## src/rtl/simd_v2_if.sv

```systemverilog
// Host bus for simd_v2: chip select, strobes, write data, and registered read/status back.
interface simd_v2_if #(
  parameter int unsigned BW = 8
);
  logic          cs;
  logic          wr;
  logic          rd;
  logic          ad;
  logic          exec;
  logic [BW-1:0] din;
  logic [BW-1:0] dout;
  logic          busy;
  logic          done;

  modport master (output cs, wr, rd, ad, exec, din, input dout, busy, done);
  modport slave  (input cs, wr, rd, ad, exec, din, output dout, busy, done);
endinterface

```

## src/rtl/simd_v2.sv

```systemverilog
// Register-mapped SIMD engine: one lane per cycle of add/sub/mul/MAC into a result buffer.
// Define SIMD_V2_SAT_EN for saturating arithmetic; otherwise results wrap modulo 2^BW.
module simd_v2 #(
  parameter int unsigned LANES = 32,
  parameter int unsigned BW    = 8
) (
  input  logic     clk,
  input  logic     rst,
  simd_v2_if.slave bus
);
  localparam int unsigned AW        = $clog2(2*LANES+2);
  localparam int unsigned LW        = $clog2(LANES);
  localparam int unsigned MODE_ADDR = 2*LANES;
  localparam int unsigned STAT_ADDR = 2*LANES+1;

  typedef enum logic [0:0] {IDLE, RUN} state_t;

  state_t        state_q, state_d;
  logic [LW-1:0] lane_q, lane_d;
  logic          busy_q, busy_d;
  logic          done_q, done_d;
  logic          start_c;

  logic [AW-1:0] addr_q;
  logic [BW-1:0] a_q [LANES];
  logic [BW-1:0] b_q [LANES];
  logic [BW-1:0] r_q [LANES];
  logic [1:0]    mode_q;
  logic [LW-1:0] rptr_q;
  logic [BW-1:0] dout_q;
  logic          done_sticky_q;

  logic          addr_wr_c, data_wr_c, rd_data_c, rd_stat_c;
  logic          is_a_c, is_b_c, is_mode_c, is_stat_c, blocked_c;
  logic [AW-1:0] addr_inc_c;
  logic [LW-1:0] a_idx_c, b_idx_c, rptr_inc_c;
  logic [BW-1:0] a_l, b_l, r_l, lane_res_c;

  // Bus decode; operand/mode writes stall the address while lanes are computing
  always_comb begin
    addr_wr_c  = bus.cs & bus.wr & bus.ad;
    data_wr_c  = bus.cs & bus.wr & ~bus.ad;
    is_a_c     = addr_q < AW'(LANES);
    is_b_c     = (addr_q >= AW'(LANES)) && (addr_q < AW'(MODE_ADDR));
    is_mode_c  = addr_q == AW'(MODE_ADDR);
    is_stat_c  = addr_q == AW'(STAT_ADDR);
    blocked_c  = busy_q & (is_a_c | is_b_c | is_mode_c);
    rd_data_c  = bus.cs & bus.rd & ~busy_q & (addr_q < AW'(STAT_ADDR));
    rd_stat_c  = bus.cs & bus.rd & ~busy_q & is_stat_c;
    addr_inc_c = is_stat_c ? '0 : addr_q + AW'(1);
    a_idx_c    = LW'(addr_q);
    b_idx_c    = LW'(addr_q - AW'(LANES));
    rptr_inc_c = (rptr_q == LW'(LANES-1)) ? '0 : rptr_q + LW'(1);
  end

  assign a_l = a_q[lane_q];
  assign b_l = b_q[lane_q];
  assign r_l = r_q[lane_q];

`ifdef SIMD_V2_SAT_EN
  logic [BW:0]     sum_c, diff_c;
  logic [2*BW-1:0] prod_c;
  logic [2*BW:0]   mac_c;

  // Full-width intermediates so overflow/borrow can be detected and clamped
  always_comb begin
    sum_c  = {1'b0, a_l} + {1'b0, b_l};
    diff_c = {1'b0, a_l} - {1'b0, b_l};
    prod_c = (2*BW)'(a_l) * (2*BW)'(b_l);
    mac_c  = (2*BW+1)'(r_l) + (2*BW+1)'(prod_c);
    case (mode_q)
      2'd0:    lane_res_c = sum_c[BW] ? '1 : sum_c[BW-1:0];
      2'd1:    lane_res_c = diff_c[BW] ? '0 : diff_c[BW-1:0];
      2'd2:    lane_res_c = (|prod_c[2*BW-1:BW]) ? '1 : prod_c[BW-1:0];
      default: lane_res_c = (|mac_c[2*BW:BW]) ? '1 : mac_c[BW-1:0];
    endcase
  end
`else
  always_comb begin
    case (mode_q)
      2'd0:    lane_res_c = a_l + b_l;
      2'd1:    lane_res_c = a_l - b_l;
      2'd2:    lane_res_c = a_l * b_l;
      default: lane_res_c = r_l + a_l * b_l;
    endcase
  end
`endif

  // Lane sequencer: exec starts a pass, done follows the last lane
  always_comb begin
    state_d = state_q;
    lane_d  = lane_q;
    busy_d  = 1'b0;
    done_d  = 1'b0;
    start_c = 1'b0;
    case (state_q)
      IDLE: begin
        if (bus.cs && bus.exec) begin
          state_d = RUN;
          lane_d  = '0;
          busy_d  = 1'b1;
          start_c = 1'b1;
        end
      end
      RUN: begin
        if (lane_q == LW'(LANES-1)) begin
          state_d = IDLE;
          lane_d  = '0;
          done_d  = 1'b1;
        end else begin
          lane_d  = lane_q + LW'(1);
          busy_d  = 1'b1;
        end
      end
      default: state_d = IDLE;
    endcase
  end

  always_ff @(posedge clk) begin
    if (rst) begin
      state_q <= IDLE;
      lane_q  <= '0;
      busy_q  <= 1'b0;
      done_q  <= 1'b0;
    end else begin
      state_q <= state_d;
      lane_q  <= lane_d;
      busy_q  <= busy_d;
      done_q  <= done_d;
    end
  end

  always_ff @(posedge clk) begin
    if (rst) begin
      addr_q        <= '0;
      mode_q        <= '0;
      rptr_q        <= '0;
      dout_q        <= '0;
      done_sticky_q <= 1'b0;
      for (int unsigned i = 0; i < LANES; i++) begin
        a_q[i] <= '0;
        b_q[i] <= '0;
        r_q[i] <= '0;
      end
    end else begin
      if (addr_wr_c) begin
        addr_q <= bus.din[AW-1:0];
      end else if (data_wr_c && !blocked_c) begin
        if (is_a_c)         a_q[a_idx_c] <= bus.din;
        else if (is_b_c)    b_q[b_idx_c] <= bus.din;
        else if (is_mode_c) mode_q       <= bus.din[1:0];
        addr_q <= addr_inc_c;
      end

      if (state_q == RUN) r_q[lane_q] <= lane_res_c;

      if (rd_data_c) dout_q <= r_q[rptr_q];
      else if (rd_stat_c) dout_q <= {busy_q, done_sticky_q, (BW-2)'(0)};

      if (start_c)        rptr_q <= '0;
      else if (rd_data_c) rptr_q <= rptr_inc_c;

      if (done_d)         done_sticky_q <= 1'b1;
      else if (rd_stat_c) done_sticky_q <= 1'b0;
    end
  end

  assign bus.dout = dout_q;
  assign bus.busy = busy_q;
  assign bus.done = done_q;
endmodule

```

## src/flat_wrapper.sv

```systemverilog
// flat-port wrapper written by rule: the top's interface ports become plain ports
module simd_v2_flat 
#(
  parameter int unsigned LANES = 32,
  parameter int unsigned BW    = 8
)
  (clk, rst, bus_cs, bus_wr, bus_rd, bus_ad, bus_exec, bus_din, bus_dout, bus_busy, bus_done);
  simd_v2_if #(.BW(BW)) bus_i ();
  input  logic clk;
  input  logic rst;
  input wire logic [$bits(bus_i.cs)-1:0] bus_cs;
  input wire logic [$bits(bus_i.wr)-1:0] bus_wr;
  input wire logic [$bits(bus_i.rd)-1:0] bus_rd;
  input wire logic [$bits(bus_i.ad)-1:0] bus_ad;
  input wire logic [$bits(bus_i.exec)-1:0] bus_exec;
  input wire logic [$bits(bus_i.din)-1:0] bus_din;
  output wire logic [$bits(bus_i.dout)-1:0] bus_dout;
  output wire logic [$bits(bus_i.busy)-1:0] bus_busy;
  output wire logic [$bits(bus_i.done)-1:0] bus_done;
  assign bus_i.cs = bus_cs;
  assign bus_i.wr = bus_wr;
  assign bus_i.rd = bus_rd;
  assign bus_i.ad = bus_ad;
  assign bus_i.exec = bus_exec;
  assign bus_i.din = bus_din;
  assign bus_dout = bus_i.dout;
  assign bus_busy = bus_i.busy;
  assign bus_done = bus_i.done;
  simd_v2 #(.LANES(LANES), .BW(BW)) u_core (.clk(clk), .rst(rst), .bus(bus_i));
endmodule
```

## config.mk

```make
export PLATFORM = sky130hd
export DESIGN_NAME = simd_v2_flat
export DESIGN_NICKNAME = d
export VERILOG_FILES = /design/src/rtl/simd_v2_if.sv /design/src/rtl/simd_v2.sv /design/src/flat_wrapper.sv
export SDC_FILE = /design/constraint.sdc
export NUM_CORES = 1
export LEC_CHECK = 0
export CAP_MARGIN = 30
export CORE_MARGIN = 1
export CORE_UTILIZATION = 35
export CTS_CLUSTER_SIZE = 20
export DETAILED_ROUTE_END_ITERATION = 8
export GPL_ROUTABILITY_DRIVEN = 0
export SYNTH_ARGS = -nofsm -noshare
export SYNTH_HDL_FRONTEND = slang
export SYNTH_SLANG_ARGS = --single-unit
```

## constraint.sdc

```tcl
create_clock -name clk -period 8.12 [get_ports clk]
set_input_delay 1.624 -clock clk [delete_from_list [all_inputs] [get_ports clk]]
set_output_delay 1.624 -clock clk [all_outputs]
set_load 0.005 [all_outputs]
```

# Word level (Yosys, flattened, before mapping)
# Memory sizes are Yosys's and may differ from the RTL's. A register that Yosys moved wholly into a read port is not among the register bits.
# Index checks and enable logic that the tools add are counted.
# classes
addsub	7
n_mul	1
order_cmp	4
eq_ne	7
muxes	51
bitwise_logic	15
n_reduce_logical	13
# op_table
operator	count
$mux W5	14
$mux W8	5
$mux W1	26
$pmux W8 S3	1
$reduce_or A8 Y1	3
$mux W7	3
$add A8 B8 Y8	2
$eq A7 B7 Y1 const B	2
$lt A7 B7 Y1 const B	2
$add A5 B1 Y5 const B	2
$eq A5 B5 Y1 const B	2
$pmux W5 S2	1
$and A1 B1 Y1	8
$mul A8 B8 Y8	1
$sub A8 B8 Y8	1
$add A7 B1 Y7 const B	1
$ge A7 B6 Y1 const B	1
$lt A7 B6 Y1 const B	1
$reduce_bool A2 Y1	3
$not A1 Y1	5
$reduce_and A5 Y1	1
$sub A5 B1 Y5 const B	1
$logic_and A1 B1 Y1	3
$eq A2 B1 Y1 const B	1
other kinds (7)	8
# totals
reg_bits	30
mem_bits_rw	768
word_cells	109
memories	3
# memory_table
name	words	width	rd	rd_clocked_by_memory_dff	write_ports	line_no	rtl
u_core.a_q	32	8	1	1	32	simd_v2.sv:25	logic [BW-1:0] a_q [LANES];
u_core.b_q	32	8	1	1	32	simd_v2.sv:26	logic [BW-1:0] b_q [LANES];
u_core.r_q	32	8	2	2	32	simd_v2.sv:27	logic [BW-1:0] r_q [LANES];

# Logic depth before layout (Yosys ltp)
# Gate-level depths: netlist of the first run.
# depth
depth_word	13
mapped_depth	31

# Least setup slack after synthesis of the first run
# OpenSTA, ideal clock, no wires.
# synth_timing
path_type	reg2reg
start	reg with a tool-made name
end	mem u_core.r_q[0][7] (data pin)
arrival_ns	6.293
t_required_ns	7.860
path_slack_ns	1.567
stages_incl_launch_ff	26
period_less_slack_ns	6.553
path_cell_list	dfxtp_1 -> buf_6 -> buf_12 -> mux4_1 -> mux4_2 -> nand2_1 -> nand3_2 -> and2_1 -> fa_1 -> fa_1 -> ha_1 -> inv_1 -> fa_1 -> inv_1 -> ha_1 -> xnor2_1 -> ha_1 -> or3_1 -> o211ai_1 -> xnor2_1 -> nand2_1 -> xnor3_1 -> and3_1 -> a311oi_4 -> buf_6 -> nor2_2
# synth_lines
item	line_no
to (decl)	simd_v2.sv:27

==> results of run 1 <==
cell type report:
| class | instances | area share |
|---|---|---|
| sequential | 808 | 0.528 |
| multi-input combinational | 1808 | 0.341 |
| clock buffer | 113 | 0.0519 |
| tap | 1512 | 0.0418 |
| timing repair buffer | 143 | 0.0258 |
| clock inverter | 43 | 0.00769 |
| inverter | 43 | 0.00357 |
through the flow:
| step | setup slack, ps | cell area, sq um | hold WS (ps) | power, mW | utilization |
|---|---|---|---|---|---|
| 3_3_place_gp | 527 | 42400 | 471 | 5.96 | 0.370 |
| 4_1_cts | 429 | 45200 | 492 | 9.78 | 0.395 |
| 2_1_floorplan | 1570 | 40500 | 459 | 5.55 | - |
| 5_1_grt | 141 | 45200 | 512 | 10.0 | 0.395 |
| 6_report | 427 | 45200 | 502 | 9.73 | 0.395 |
| 3_5_place_dp | 425 | 42500 | 478 | 5.98 | 0.371 |
layer usage:
metal | track usage | wire length (um)
met1 | 0.271 | 48500
met2 | 0.313 | 54600
met3 | 0.0267 | 7320
met4 | 0.0690 | 3890
met5 | 0 | 13
critical path: stages, from the launching register on:
cell and delay (ps):
dfxtp_4 700, buf_4 320, mux4_2 520, mux2_2 270
nand2_1 110, nand4_1 420, nor2b_1 310, fa_1 400
fa_1 440, ha_1 290, inv_1 50, fa_1 470
inv_1 40, ha_1 310, xnor2_1 230, ha_1 300
or3_1 360, o211ai_1 130, xnor2_1 150, nand2_1 70
xnor3_1 390, and3_1 220, a311oi_4 250, buf_4 520
nor2_1 80
placed cells by master (no fill, tap or decap), drive strengths merged, types with 20 or more instances in the layout:
cell,netlist,layout
clkinv,0,33
xnor2,24,24
ha,43,43
a22oi,22,22
mux4,262,262
and3,23,23
nand2,124,124
and2,507,507
buf,64,127
nor2,394,394
o21ai,78,78
mux2i,78,78
edfxtp,768,768
dfxtp,40,40
o22ai,32,32
clkbuf,156,113
nand3,23,23
a21oi,28,28
nor2b,20,20
inv,43,48
power breakdown:
group	internal (mW)	switching (mW)
Clock	2.14	1.69
Combinational	0.398	0.737
Sequential	4.69	0.0732
Total	7.23	2.50
worst max path at each step:
stage	slack [ps]	start	endpoint
2_1_floorplan	1570	flip-flop	u_core.r_q[0][7]
3_3_place_gp	530	flip-flop	u_core.r_q[29][7]
3_5_place_dp	420	flip-flop	u_core.r_q[2][7]
4_1_cts	430	flip-flop	u_core.r_q[29][7]
5_1_grt	140	flip-flop	u_core.r_q[29][7]
6_report	430	flip-flop	u_core.r_q[29][7]
sequential cells by signal (all words and copies together), names as in the netlist, named ones only:
name / flops
u_core.b_q: 256
u_core.lane_q: 5
u_core.a_q: 256
u_core.done_sticky_q: 1
u_core.bus.busy: 1
u_core.addr_q: 7
u_core.r_q: 256
u_core.mode_q: 2
u_core.rptr_q: 5
u_core.bus.done: 1
u_core.bus.dout: 8
kinds of logic after synthesis:
group	share of synthesized area
adders and majority gates	0.0202
xor gates and xnor gates	0.00717
DFF	0.589
buffers and inverters	0.0305
AOI/OAI and AO/OA	0.0325
muxes	0.171
and+or+nand+nor	0.150
==> impl_metrics.env, run 1 <==
export IMPL_final_nets=2962
export IMPL_synthArstFlopShare=0
export IMPL_max_cap_viol_count=0
export IMPL_syn_to_final_growth_pct=11.7
export IMPL_multiInputGateArea_sq_mm=0.0154
export IMPL_antenna_found_initial=3
export IMPL_drive_gt1_frac=0.193
export IMPL_ir_drop_uv=150
export IMPL_skew_ps=24.3
export IMPL_grt_start_max_net_pins=67
export IMPL_final_period_utilization=0.947
export IMPL_io_pins=25
export IMPL_synth_area_per_cell_sq_um=14.1
export IMPL_hold_viol_final=0
export IMPL_max_slew_margin_rel=0.324
export IMPL_yosys_cell_count_top_type="edfxtp_1"
export IMPL_cts_setup_buffers=0
export IMPL_yosys_warnings=0
export IMPL_power_density_mw_per_mm2=215
export IMPL_nFillCells=10601
export IMPL_initial_utilization=0.354
export IMPL_clk_latency_ps=670
export IMPL_postCtsHoldBufs=0
export IMPL_grt_pass1_vias=24073
export IMPL_num_antenna_cells=0
export IMPL_vias=24495
export IMPL_mappedNetlistArea_sq_mm=0.0405
export IMPL_clock_sinks=808
export IMPL_synth_ff_type="edfxtp_1"
export IMPL_hold_depth=1
export IMPL_worst_pin_slew_ps=1010
export IMPL_grt_pass1_wl_um=168000
export IMPL_p_leak_nw=15.8
export IMPL_syn_nets=2951
export IMPL_fp_dieH_um=342
export IMPL_violations="DRC"
export IMPL_cp_arrival_ps=8100
export IMPL_cts_buffer_depth=3
export IMPL_rsz0062_at_grt="false"
export IMPL_hold_path_startpoint="u_core.done_sticky_q"
export IMPL_portBuffers=24
export IMPL_finalMaxSlewViolations=0
export IMPL_clock_root_buffer="clkbuf_16"
export IMPL_crit_type="flip-flop to flip-flop"
export IMPL_seq_area_frac_synth=0.589
export IMPL_routed_wl_um=114000
export IMPL_cts_tree="done"
export IMPL_synth_top_area_frac=0.570
export IMPL_synth_cell_types=70
export IMPL_grt_use_total=0.195
export IMPL_post_route_min_period_ps=7690
export IMPL_dr_pass1_iters=8
export IMPL_synth_edf_count=768
export IMPL_hpwl_um=76700
export IMPL_drt_iter0_markers=2623
export IMPL_ys_seq_elements=808
export IMPL_hp_class="flip-flop to flip-flop"
export IMPL_cp_data_required_time_ps=8520
export IMPL_netlist_instances=2879
export IMPL_drcViolationCount=6
export IMPL_setup_viol=0
export IMPL_postRouteAntennaNets=0
export IMPL_yosysTopAreaCell="edfxtp_1"
export IMPL_maxClockFrequency_ghz=0.130
export IMPL_r2r_end="u_core.r_q[29][7]"
export IMPL_synth_area_leaders="edfxtp_1 (57%), mux4_2 (14%), and2_1 (7.8%), nor2_1 (3.4%), dfxtp_1 (2.0%)"
export IMPL_end_kind="flip-flop"
export IMPL_worstRegToRegCells=24
export IMPL_r2r_setup_slack_ps=430
export IMPL_post_place_cells=4312
export IMPL_die_area_sq_mm=0.117
export IMPL_area_sequential_sq_mm=0.0239
export IMPL_htreeDepth=3
export IMPL_gr_total_overflow=0
export IMPL_via_per_inst=5.48
export IMPL_numCtsBuffers=86
export IMPL_min_to="u_core.done_sticky_q"
export IMPL_ctsResizeCount=0
export IMPL_cp_start_kind="flip-flop"
export IMPL_fp_dieW_um=342
export IMPL_wl_per_cell_um=25.6
export IMPL_rows=124
export IMPL_finalNonFillerCells=4470
export IMPL_core_sq_mm=0.115
export IMPL_path_clk_slew_ps=60
export IMPL_setup_tns_final_ps=0
export IMPL_cp_max_fo=32
export IMPL_status="complete, but fails checks"
export IMPL_yosys_top_cells_count="edfxtp_1 (768), and2_1 (507), nor2_1 (363), mux4_2 (243), clkbuf_1 (156)"
Power figures use the tool's default switching activity.
==> run 2, diff against run 1 <==
--- a/config.mk
+++ b/config.mk
@@ -8,9 +8,11 @@
 export CAP_MARGIN = 30
 export CORE_MARGIN = 1
 export CORE_UTILIZATION = 35
+export CTS_CLUSTER_DIAMETER = 80
 export CTS_CLUSTER_SIZE = 20
 export DETAILED_ROUTE_END_ITERATION = 8
 export GPL_ROUTABILITY_DRIVEN = 0
+export RECOVER_POWER = 50
 export SYNTH_ARGS = -nofsm -noshare
 export SYNTH_HDL_FRONTEND = slang
 export SYNTH_SLANG_ARGS = --single-unit
==> run 2 against run 1 <==
Against the previous run:
- cell count decreased by 1.6%
- non-clock buffer count stayed put
- utilization down 1.1 points
- largest power group unchanged
- highest routed layer is now met4
- first-iteration DRC count grew 11%
- the flow finishes with violations (DRC, capacitance limit, slew limit)
==> impl_metrics.env, run 2 (synthesis results as in run 1) <==
export IMPL_critPathMaxStageDelay_ps=720
export IMPL_setup_viol=0
export IMPL_endpoint="u_core.r_q[29][7]"
export IMPL_via_per_inst=5.49
export IMPL_cts_buffer_depth=3
export IMPL_drt_iter0_markers=2903
export IMPL_maxClockFrequency_ghz=0.130
export IMPL_r2r_setup_slack_ps=420
export IMPL_cp_start_kind="flip-flop"
export IMPL_max_slew_margin_rel=-1.46
export IMPL_skew_ps=41.8
export IMPL_initial_utilization=0.354
export IMPL_fp_dieH_um=342
export IMPL_antenna_found_initial=0
export IMPL_syn_to_final_growth_pct=8.59
export IMPL_cp_slowest_cell="dfxtp_4"
export IMPL_power_density_mw_per_mm2=195
export IMPL_path_clk_slew_ps=90
export IMPL_violations="DRC, capacitance limit, slew limit"
export IMPL_layout_commonest_cell="edfxtp_1"
export IMPL_core_sq_mm=0.115
export IMPL_cp_data_required_time_ps=8510
export IMPL_grt_pass1_vias=23683
export IMPL_crit_type="flip-flop to flip-flop"
export IMPL_setup_tns_final_ps=0
export IMPL_clk_latency_ps=660
export IMPL_rows=124
export IMPL_largestRegisters="u_core.a_q x256, u_core.b_q x256, u_core.r_q x256"
export IMPL_wl_per_cell_um=25.8
export IMPL_final_cell_mix="edfxtp_1 (768), and2_1 (393), nor2_1 (363)"
export IMPL_routed_wl_um=113000
export IMPL_cp_cell_sequence="buf_4 -> mux4_2 -> mux2_2 -> nand2_1 -> nand4_1 -> nor2b_1 -> fa_1 -> fa_1 -> ha_1 -> inv_1 -> fa_1 -> inv_1 -> ha_1 -> xnor2_1 -> ha_1 -> or3_1 -> o211ai_1 -> xnor2_1 -> nand2_1 -> xnor3_1 -> and3_1 -> a311oi_4 -> buf_4 -> nor2_1"
export IMPL_hpwl_um=76700
export IMPL_end_kind="flip-flop"
export IMPL_postCtsHoldBufs=0
export IMPL_hold_viol_final=0
export IMPL_r2r_end="u_core.r_q[29][7]"
export IMPL_clock_sinks=808
export IMPL_gr_total_overflow=0
export IMPL_drive_gt1_frac=0.166
export IMPL_final_util=0.384
export IMPL_cts_tree="done"
export IMPL_cts_setup_buffers=0
export IMPL_dr_pass1_iters=7
export IMPL_htreeDepth=2
export IMPL_cp_max_fo=32
export IMPL_postRouteAntennaNets=0
export IMPL_grt_use_total=0.193
export IMPL_finalMaxSlewViolations=158
export IMPL_grt_start_max_net_pins=67
export IMPL_cp_arrival_ps=8100
export IMPL_worstRegToRegCells=24
export IMPL_grt_pass1_wl_um=166000
export IMPL_post_route_min_period_ps=7700
export IMPL_status="complete, but fails checks"
export IMPL_final_nets=2926
export IMPL_ctsResizeCount=0
export IMPL_p_leak_nw=15.0
export IMPL_hp_class="flip-flop to flip-flop"
export IMPL_numCtsBuffers=50
export IMPL_rsz0062_at_grt="false"
export IMPL_die_area_sq_mm=0.117
export IMPL_drcViolationCount=12
export IMPL_vias=24157
export IMPL_nFillCells=10731
export IMPL_clock_root_buffer="clkbuf_16"
export IMPL_final_period_utilization=0.948
export IMPL_worst_pin_slew_ps=3690
export IMPL_fp_dieW_um=342
export IMPL_max_cap_viol_count=4
export IMPL_portBuffers=24
export IMPL_ir_drop_uv=138
export IMPL_hold_path_startpoint="u_core.bus.dout[4]"
export IMPL_io_pins=25
==> run 2: worst min path at each step <==
stage	end	slack, ps	cells after the start
after floorplan	u_core.done_sticky_q	460	1
after global placement	u_core.done_sticky_q	470	1
after detailed placement	u_core.done_sticky_q	480	1
after CTS	u_core.done_sticky_q	500	1
after global routing	u_core.done_sticky_q	520	1
final	u_core.bus.dout[4]	510	2
==> run 2: final cells by class <==
cell class	instances	area (sq um)	share of cell area
Inverter	43	161	0.00367
Clock buffer	70	1350	0.0306
Multi-Input combinational cell	1808	15400	0.351
Clock inverter	13	203	0.00461
Antenna cell	1	2.50	0.0000569
Timing Repair Buffer	143	1050	0.0238
Tap cell	1512	1890	0.0430
Sequential cell	808	23900	0.543
==> run 2: through the flow <==
step / power [mW] / area [sq um] / cells / hold slack [ps] / setup slack, ps
after global placement: 5.96 / 42400 / 4292 / 471 / 527
after detailed placement: 5.98 / 42500 / 4312 / 478 / 425
after global routing: 8.85 / 44000 / 4397 / 519 / 127
after floorplan: 5.55 / 40500 / 2879 / 459 / 1570
final: 8.59 / 44000 / 4398 / 507 / 419
after CTS: 8.65 / 44100 / 4395 / 498 / 422
==> run 2: worst max-delay path, delay by kind of cell, from the launching register on <==
kind,cells,cell delay (ps)
simple gates,7,1550
xor+xnor,3,770
flops,1,720
buf+inv,4,940
mux,2,790
fa+ha+maj,6,2210
compound gates,2,370
==> run 2: layer usage <==
layer  routed length (um)  vias to the layer above  global-route usage
li1                     -                    10583                   -
met1                48200                    12561               0.271
met2                54600                      872               0.315
met3                 7200                      141              0.0212
met4                 3490                        0              0.0569
met5                    0                        -                   0
==> run 2: power breakdown <==
part           internal (mW)  switching (mW)  total (mW)
logic                  0.394           0.733        1.13
clock network           1.25            1.46        2.71
registers               4.68          0.0732        4.75
